**src/rtl/fc_out_writeback_pkg.sv**
```systemverilog
// Shared FC output-stage constants and the writeback state encoding.
// Default parameter values for the output stage live here so every module agrees.
package fc_out_writeback_pkg;

  localparam int FC_OUTNEURON_DEF          = 16;
  localparam int FC_PO_DEF                 = 2;
  localparam int FC_ACCUM_DATA_WIDTH_DEF   = 40;
  localparam int FC_DATA_WIDTH_DEF         = 16;
  localparam int FC_OUTNEURON_ADDR_WIDTH_DEF = 4;
  localparam int FC_FRAC_SHIFT_DEF         = 8;
  localparam int FC_MULT_LATENCY_DEF       = 3;
  localparam int FC_RELU_EN_DEF            = 1;

  typedef enum logic [1:0] {
    ST_IDLE  = 2'd0,
    ST_ARMED = 2'd1,
    ST_RUN   = 2'd2,
    ST_DONE  = 2'd3
  } wb_state_e;

endpackage

```
**src/rtl/fc_out_writeback_requant.sv**
```systemverilog
// fc_requant: round-half-up arithmetic shift, saturation to the output width, optional ReLU.
// Purely combinational; one accumulator word in, one output word out.
module fc_requant
  import fc_out_writeback_pkg::*;
#(
  parameter int ACC_W      = FC_ACCUM_DATA_WIDTH_DEF,
  parameter int DATA_W     = FC_DATA_WIDTH_DEF,
  parameter int FRAC_SHIFT = FC_FRAC_SHIFT_DEF,
  parameter int RELU_EN    = FC_RELU_EN_DEF
) (
  input  logic signed [ACC_W-1:0]  acc_word,
  output logic signed [DATA_W-1:0] q_word
);

  // One guard bit above the accumulator so the rounding add cannot wrap
  localparam logic signed [ACC_W:0] RND  = (ACC_W+1)'(1) << (FRAC_SHIFT-1);
  localparam logic signed [ACC_W:0] MAXV = {{(ACC_W+2-DATA_W){1'b0}}, {(DATA_W-1){1'b1}}};
  localparam logic signed [ACC_W:0] MINV = {{(ACC_W+2-DATA_W){1'b1}}, {(DATA_W-1){1'b0}}};

  logic signed [ACC_W:0]  sum;
  logic signed [ACC_W:0]  shifted;
  logic signed [DATA_W-1:0] sat;

  always_comb begin
    sum     = {acc_word[ACC_W-1], acc_word} + RND;
    shifted = sum >>> FRAC_SHIFT;
    if (shifted > MAXV)
      sat = {1'b0, {(DATA_W-1){1'b1}}};
    else if (shifted < MINV)
      sat = {1'b1, {(DATA_W-1){1'b0}}};
    else
      sat = shifted[DATA_W-1:0];
    if ((RELU_EN != 0) && sat[DATA_W-1])
      q_word = '0;
    else
      q_word = sat;
  end

endmodule

```
**src/rtl/fc_out_writeback.sv**
```systemverilog
// FC output writeback: captures PO accumulators per window, requantises and serialises them into the output RAM.
//   state | meaning
//   IDLE  | waiting for enable
//   ARMED | discarding the pipeline-fill capture strobe
//   RUN   | capturing windows and writing words
//   DONE  | all OUTNEURON words written; held until reset
module fc_out_writeback
  import fc_out_writeback_pkg::*;
#(
  parameter int OUTNEURON               = FC_OUTNEURON_DEF,
  parameter int PO                      = FC_PO_DEF,
  parameter int ACCUM_DATA_WIDTH_FC     = FC_ACCUM_DATA_WIDTH_DEF,
  parameter int DATA_WIDTH_FC           = FC_DATA_WIDTH_DEF,
  parameter int FC_OUTNEURON_ADDR_WIDTH = FC_OUTNEURON_ADDR_WIDTH_DEF,
  parameter int FRAC_SHIFT              = FC_FRAC_SHIFT_DEF,
  parameter int MULT_LATENCY            = FC_MULT_LATENCY_DEF,
  parameter int RELU_EN                 = FC_RELU_EN_DEF
) (
  input  logic                                  clock,
  input  logic                                  reset,
  input  logic                                  enable,
  input  logic                                  accum_sload,
  input  logic [ACCUM_DATA_WIDTH_FC*PO-1:0]     accum_result_all,
  output logic                                  out_neuron_wren,
  output logic [FC_OUTNEURON_ADDR_WIDTH-1:0]    out_neuron_addr,
  output logic [DATA_WIDTH_FC-1:0]              out_neuron_data,
  output logic                                  busy,
  output logic                                  overrun,
  output logic                                  done
);

  localparam int ACC_W  = ACCUM_DATA_WIDTH_FC;
  localparam int ADDR_W = FC_OUTNEURON_ADDR_WIDTH;
  localparam int IDX_W  = (PO > 1) ? $clog2(PO) : 1;

  wb_state_e state, state_nxt;

  logic [MULT_LATENCY-1:0] sload_dly;
  logic                    cap_strb;
  logic signed [ACC_W-1:0] cap_buf [PO];
  logic [IDX_W-1:0]        idx;
  logic [ADDR_W-1:0]       out_addr;
  logic signed [DATA_WIDTH_FC-1:0] q_word;

  logic last_wr, final_seen, do_write, do_capture, set_ovr;

  assign cap_strb = sload_dly[MULT_LATENCY-1];

  fc_requant #(
    .ACC_W      (ACC_W),
    .DATA_W     (DATA_WIDTH_FC),
    .FRAC_SHIFT (FRAC_SHIFT),
    .RELU_EN    (RELU_EN)
  ) u_requant (
    .acc_word (cap_buf[idx]),
    .q_word   (q_word)
  );

  always_comb begin
    state_nxt  = state;
    do_write   = 1'b0;
    do_capture = 1'b0;
    set_ovr    = 1'b0;
    last_wr    = busy && (idx == IDX_W'(PO-1));
    final_seen = out_neuron_wren && (out_neuron_addr == ADDR_W'(OUTNEURON-1));
    case (state)
      ST_IDLE:  if (enable) state_nxt = ST_ARMED;
      ST_ARMED: begin
        if (!enable)
          state_nxt = ST_IDLE;
        else if (cap_strb)
          state_nxt = ST_RUN;
      end
      ST_RUN: begin
        if (final_seen) begin
          state_nxt = ST_DONE;
        end else begin
          do_write = busy;
          // A strobe landing on the last word of a window is a clean hand-off, not an overrun
          if (cap_strb && enable) begin
            if (!busy || last_wr)
              do_capture = 1'b1;
            else
              set_ovr = 1'b1;
          end
          if (!enable && !busy)
            state_nxt = ST_IDLE;
        end
      end
      ST_DONE:  state_nxt = ST_DONE;
      default:  state_nxt = ST_IDLE;
    endcase
  end

  always_ff @(posedge clock) begin
    if (!reset) begin
      state           <= ST_IDLE;
      sload_dly       <= '0;
      idx             <= '0;
      out_addr        <= '0;
      busy            <= 1'b0;
      overrun         <= 1'b0;
      done            <= 1'b0;
      out_neuron_wren <= 1'b0;
      out_neuron_addr <= '0;
      out_neuron_data <= '0;
      for (int p = 0; p < PO; p++) cap_buf[p] <= '0;
    end else begin
      state           <= state_nxt;
      sload_dly       <= (sload_dly << 1) | MULT_LATENCY'(accum_sload);
      out_neuron_wren <= do_write;
      if (do_write) begin
        out_neuron_addr <= out_addr;
        out_neuron_data <= q_word;
        out_addr        <= out_addr + ADDR_W'(1);
        idx             <= idx + IDX_W'(1);
        if (last_wr) busy <= 1'b0;
      end
      if (do_capture) begin
        for (int p = 0; p < PO; p++)
          cap_buf[p] <= accum_result_all[p*ACC_W +: ACC_W];
        idx  <= '0;
        busy <= 1'b1;
      end
      if (set_ovr) overrun <= 1'b1;
      if (state_nxt == ST_DONE) begin
        done <= 1'b1;
        busy <= 1'b0;
      end
    end
  end

endmodule

```
**config.mk**
```make
export PLATFORM = sky130hd
export DESIGN_NAME = fc_out_writeback
export DESIGN_NICKNAME = d
export VERILOG_FILES = /design/src/rtl/fc_out_writeback_pkg.sv /design/src/rtl/fc_out_writeback_requant.sv /design/src/rtl/fc_out_writeback.sv
export SDC_FILE = /design/constraint.sdc
export NUM_CORES = 1
export LEC_CHECK = 0
export CAP_MARGIN = 30
export CORE_ASPECT_RATIO = 0.5
export CORE_MARGIN = 4
export CORE_UTILIZATION = 39
export DETAILED_ROUTE_END_ITERATION = 8
export SLEW_MARGIN = 20
export SYNTH_ARGS = -nofsm -noshare
export SYNTH_HDL_FRONTEND = slang
export SYNTH_SLANG_ARGS = --single-unit
export TNS_END_PERCENT = 20
```
**constraint.sdc**
```tcl
create_clock -name clock -period 5.1 [get_ports clock]
set_input_delay 1.02 -clock clock [delete_from_list [all_inputs] [get_ports clock]]
set_output_delay 1.02 -clock clock [all_outputs]
set_load 0.05 [all_outputs]
```
==> metrics.cfg, run 1 <==
[status]
status=complete, no violations

[setup_path]
arrival_ns=4.29
crit_required_ns=5.33
path_buf_inv=0
rrSetupSlack_ns=1.04
r2r_cells=10
start_kind=flop
crit_chain=mux2_2, ha_1, nand4_1, a21oi_2, and2_1, nand3_2, or4b_1, a211oi_2, a31oi_2, a221o_1
cp_slowest_cell=dfxtp_2
worstPathMaxFanout=36
slowest_delay_ns=0.79
path_depth=10
end_kind=flop
critPathTopFamily=simple AND/OR/NAND/NOR gates
worstSetupPathType=flop to flop

[timing]
period_share_pct=79.7
clock-skew-final_ns=0.0101
max-slew-margin-rel_pct=47.9
setup_viol_count_final=0
fmax_mhz=246
hold_viol_final=0
fin_tns_setup_ns=0
postLayoutSetupSlackWorst_ns=1.04
rsz0062_at_grt=false
drv_slew=0
period_minus_slack_ns=4.06
tightest_slew_ns=0.779

[global_routing]
grt_first_pass_wirelength_um=16900
grt_max_degree=67
antenna_found_initial=0
grt_overflow_total=0
grt_usage_pct=14.2
first_global_vias=3433

[synth]
synth_seq_cells=100
yosysSeqAreaShare_pct=52.9
synthCells=445
synth_edf_count=66
synth_top_family_by_area=simple AND/OR/NAND/NOR gates
synth-async-reset-ratio_pct=0
synth_compound_area_share_pct=9.67
synth_adder_area_share_pct=0.497
syn_avg_cell_area_sq_um=11.3
syn-cell-area_sq_um=5030
synth.distinct_cells=51
ys.flop_type=edfxtp_1
syn-num-nets=531
synth_xor_area_share_pct=4.35
ys_warn_count=0
synthSimpleGateAreaFrac_pct=21.8
muxShareOfSynthArea_pct=7.61

[cts]
cts-root-buf=clkbuf_16
insertion_delay_ns=0.34
clkSinkCount=100
cts_setup_buffers=0
tritoncts=done
clk_path_buf_depth=2
htreeDepth=3
numCtsBuffers=9
ctsHoldBuffers=0
cts_repair_resize_count=0
path_clk_slew_ns=0.07

[route]
vias=3570
antenna_left=0
wl_um=10400
viasPerCell=5.09
routedWlPerCell_um=14.8
drc=0
first_pass_iters=4
drt_iter0_markers=196

[power_and_ir_drop]
p_total_uw=1670
leakage_uw=0.00224
powerDensity_nw_per_um2=263
ir_worst_vdd_mv=0.137

[die]
die_w_um=169
die-area_sq_um=14900
die_h_um=88.3
core_area_sq_um=12600
io_pins=108
start_util_pct=39.9
rows=29

[layout]
drive_gt1_share_pct=6.78
diodes=0
final_core_util_pct=50.5
finalNetCount=612
area_growth_pct=26.7
fin_area_sq_um=6380

[hold_path]
hold_path.class=flop to flop
holdPathStages=1

[flow_run]
maxCapViolCount=0

[place]
hpwl_um=7740
port_buffers=92
place_congestion=0.813
place_ws_ns=1.07
place_area_sq_um=6060

## worst reg2reg max path, cell delays in order, from the launching register on
cell and delay (ns):
dfxtp_2 0.79, mux2_2 0.28, ha_1 0.22, nand4_1 0.16, a21oi_2 0.42, and2_1 0.46, nand3_2 0.17, or4b_1 0.56
a211oi_2 0.21, a31oi_2 0.32, a221o_1 0.37
## layer usage
| layer | vias to the layer above | wire length, um | track usage [%] |
|---|---|---|---|
| met5 | - | 0 | 0 |
| met4 | 0 | 59 | 3.24 |
| met3 | 6 | 576 | 3.88 |
| met2 | 77 | 4590 | 21.7 |
| met1 | 1690 | 5130 | 20.2 |
| li1 | 1797 | - | - |
## logic make-up after synthesis
family,count (synthesis)
DFF,100
adders and majority gates,2
buffers and inverters,31
and+or+nand+nor,187
other,1
muxes,37
AOI/OAI and AO/OA,62
xor gates and xnor gates,25
## cell type report
| cell class | instances | area [sq um] |
|---|---|---|
| fill | 1139 | 6250 |
| sequential | 100 | 2660 |
| multi-input combinational | 314 | 2220 |
| timing repair buffer | 96 | 951 |
| clock buffer | 13 | 283 |
| tap | 170 | 213 |
| clock inverter | 3 | 23.8 |
| inverter | 5 | 18.8 |
## power by group
part | internal [uW] | switching, uW
Clock | 394 | 287
Sequential | 881 | 13.7
Combinational | 61.9 | 37.7
Total | 1340 | 338
## cell usage after synthesis (all sizes together) (5+ instances only)
master | n | area share (%)
nand2 | 27 | 2.0
a211oi | 5 | 0.85
mux2 | 10 | 2.2
nand4 | 16 | 2.0
buf | 13 | 1.8
edfxtp | 66 | 39
mux2i | 27 | 5.4
clkbuf | 13 | 0.97
and3 | 10 | 1.2
nand3 | 20 | 2.1
nand2b | 5 | 0.62
and2 | 75 | 9.3
a21oi | 8 | 0.87
dfxtp | 34 | 14
inv | 5 | 0.37
xor2 | 13 | 2.3
nand4b | 8 | 1.4
a221o | 15 | 3.0
nor2 | 9 | 0.67
o21ai | 10 | 0.99
xnor2 | 12 | 2.1
nor2b | 8 | 0.99
nand3b | 5 | 0.75
## sequential cells by signal, summed over array words and instances (netlist names), 2 cells and up, named ones only
name             count
cap_buf             66
state                2
sload_dly            3
out_neuron_addr      4
out_neuron_data     15
out_addr             4
## worst paths after layout
check	from	to
setup / recovery	flop	out_neuron_data[2]
hold / removal	sload_dly[1]	sload_dly[2]
setup reg to reg	flop	out_neuron_data[2]
hold reg to reg	sload_dly[1]	sload_dly[2]
## stage by stage
step / cells / hold WS, ns
finish: 701 / 0.433
global route: 701 / 0.453
CTS: 700 / 0.438
detailed placement: 684 / 0.419
global placement: 684 / 0.414
floorplan: 445 / 0.412
## placed cells by master (no fill, tap or decap), drive strengths merged, types with 9 or more instances in the layout
master,instances
xnor2,12
dfxtp,34
nand3,20
and2,75
nor2,9
a221o,15
xor2,13
edfxtp,66
mux2,10
mux2i,27
and3,10
nand4,16
clkbuf,13
nand2,27
o21ai,10
clkdlybuf4s50,92
Note: power is estimated with default switching activity, not from simulation.
==> inputs of run 2 (changes only) <==
--- a/config.mk
+++ b/config.mk
@@ -10,6 +10,7 @@
 export CORE_MARGIN = 4
 export CORE_UTILIZATION = 39
 export DETAILED_ROUTE_END_ITERATION = 8
+export PLACE_DENSITY = 0.66
 export SLEW_MARGIN = 20
 export SYNTH_ARGS = -nofsm -noshare
 export SYNTH_HDL_FRONTEND = slang
==> constraint.sdc (replaced) <==
create_clock -name clock -period 3.56 [get_ports clock]
set_input_delay 0.712 -clock clock [delete_from_list [all_inputs] [get_ports clock]]
set_output_delay 0.712 -clock clock [all_outputs]
set_load 0.05 [all_outputs]
==> run 2 against run 1 <==
Sequential share of layout area decreased by 0.75 points. Cell area up 1.8%. Clock power up 45%. Sequential power rose by 43%. Count of clock-buffer cells in the layout unchanged. Worst setup slack lost 0.78 ns. Die area stayed put. Largest cell class unchanged.
==> metrics.cfg, run 2 (synthesis results as in run 1) <==
[status]
status=complete, no violations

[timing]
clock-skew-final_ns=0.0139  ; +0.00384 ns
period_share_pct=92.8  ; +13 points
rsz0062_at_grt=false
max-slew-margin-rel_pct=45.2  ; -2.7 points
period_minus_slack_ns=3.30  ; -0.761 ns
tightest_slew_ns=0.822  ; +0.0428 ns
setup_viol_count_final=0  ; unchanged
postLayoutSetupSlackWorst_ns=0.258  ; -0.779 ns
drv_slew=0  ; unchanged
hold_ws_ns=0.434  ; +0.00118 ns
fmax_mhz=303  ; +23%
hold_viol_final=0  ; unchanged

[route]
routedWlPerCell_um=14.4  ; -2.4%
vias=3554  ; -0.45%
drt_iter0_markers=214  ; +9.2%
first_pass_iters=4  ; unchanged
wl_um=10200  ; -1.3%
drc=0  ; unchanged
antenna_left=0  ; unchanged
viasPerCell=5.01  ; -1.6%

[setup_path]
cp_slowest_cell=dfxtp_2
worstSetupPathType=flop to flop
end_kind=flop
rrSetupSlack_ns=0.26  ; -0.78 ns
arrival_ns=3.58  ; -0.71 ns
crit_end=out_neuron_data[0]
r2r-end=out_neuron_data[0]
start_kind=flop
r2r_cells=9  ; -1
crit_chain=buf_4, nand4_1, a222oi_1, and4_1, nand4_1, and3_1, o211a_1, a31oi_2, a221o_1
cp_common_cell=nand4_1
path_depth=9  ; -1
path_buf_inv=1  ; +1
critPathTopFamily=compound AO/OA/AOI/OAI gates
crit_required_ns=3.84  ; -1.49 ns
worstPathMaxFanout=17  ; -53%
slowest_delay_ns=0.62  ; -0.17 ns

[place]
place_inst=693  ; +1.3%
port_buffers=92  ; unchanged
hpwl_um=7710  ; -0.45%
place_congestion=0.862  ; +6.0%
place_ws_ns=0.157  ; -0.913 ns

[layout]
fin_cells=709  ; +1.1%
layout_common_cells=clkdlybuf4s50_1 (92), and2_1 (75), edfxtp_1 (66)
multiInputGateArea_sq_um=2250  ; +1.0%
finalNetCount=620  ; +1.3%
largestRegisters=cap_buf (66), out_neuron_data (15)
n_fill_cell=1139  ; unchanged
diodes=0  ; unchanged
largest_reg_flops=66  ; unchanged
area_growth_pct=29.0
layout_commonest_cell=clkdlybuf4s50_1
ff_latch_area_sq_um=2660  ; unchanged
top_register=cap_buf
drive_gt1_share_pct=8.53  ; +1.8 points

[flow_run]
maxCapViolCount=0  ; unchanged

[cts]
htreeDepth=3  ; unchanged
tritoncts=done
path_clk_slew_ns=0.07  ; about the same
cts_setup_buffers=0  ; unchanged
ctsHoldBuffers=0  ; unchanged
cts-root-buf=clkbuf_16
clkSinkCount=100  ; unchanged
cts_repair_resize_count=0  ; unchanged
clk_path_buf_depth=2  ; unchanged
insertion_delay_ns=0.34  ; about the same
numCtsBuffers=9  ; unchanged

[power_and_ir_drop]
leakage_uw=0.00230  ; +2.4%
powerDensity_nw_per_um2=372  ; +42%
p_total_uw=2410  ; +44%
ir_worst_vdd_mv=0.192  ; +40%

[die]
die_h_um=88.3  ; unchanged
rows=29  ; unchanged
core_area_sq_um=12600  ; unchanged
die_w_um=169  ; unchanged
die-area_sq_um=14900  ; unchanged
start_util_pct=39.9  ; unchanged
io_pins=108  ; unchanged

[global_routing]
grt_first_pass_wirelength_um=16400  ; -2.8%
antenna_found_initial=0  ; unchanged
grt_overflow_total=0  ; unchanged
grt_usage_pct=13.8  ; -0.31 points
grt_max_degree=69  ; +3.0%
first_global_vias=3403  ; -0.87%

[hold_path]
hold_path.class=flop to flop

run 2: changes by cell type in the layout (fill, tap and decap cells not counted), sizes merged:
cell and change:
buf +8, inv -1, clkinv +1
run 2: through the flow:
stage / util, % / cell area (sq um) / TNS (ns)
after floorplan: - / 5110 / -0.0921
after global placement: 48.8 / 6170 / 0
after detailed placement: 48.9 / 6170 / 0
after CTS: 51.4 / 6490 / 0
after global routing: 51.4 / 6490 / 0
final: 51.4 / 6490 / 0
run 2: final cells by class:
class,instances,area share (%)
clock buffers,13,4.51
clock inverters,3,0.347
inverters,5,0.289
multi-input cells,314,34.6
flip-flops and latches,100,41.0
well taps,170,3.28
repair buffers,104,16.0
run 2: report_power, final:
part	internal [uW]	total, uW	switching [uW]
sequential	1260	1280	19.4
combinational	90.9	145	53.7
clock	581	987	406
run 2: routing by layer:
layer,share of wire [%],routed length (um),GRT usage (%),up-vias
li1,-,-,-,1815
met1,48,4960,18.8,1666
met2,45,4640,21.8,64
met3,5.4,551,4.15,9
met4,0.85,87,3.83,0
met5,0,0,0,-
run 2: worst min-delay path by stage:
stage / cells after the start / endpoint / from
after floorplan: 1 / sload_dly[1] / sload_dly[0]
after global placement: 1 / sload_dly[2] / sload_dly[1]
after detailed placement: 1 / sload_dly[2] / sload_dly[1]
after CTS: 1 / sload_dly[2] / sload_dly[1]
after global routing: 1 / sload_dly[1] / sload_dly[0]
final: 1 / sload_dly[2] / sload_dly[1]
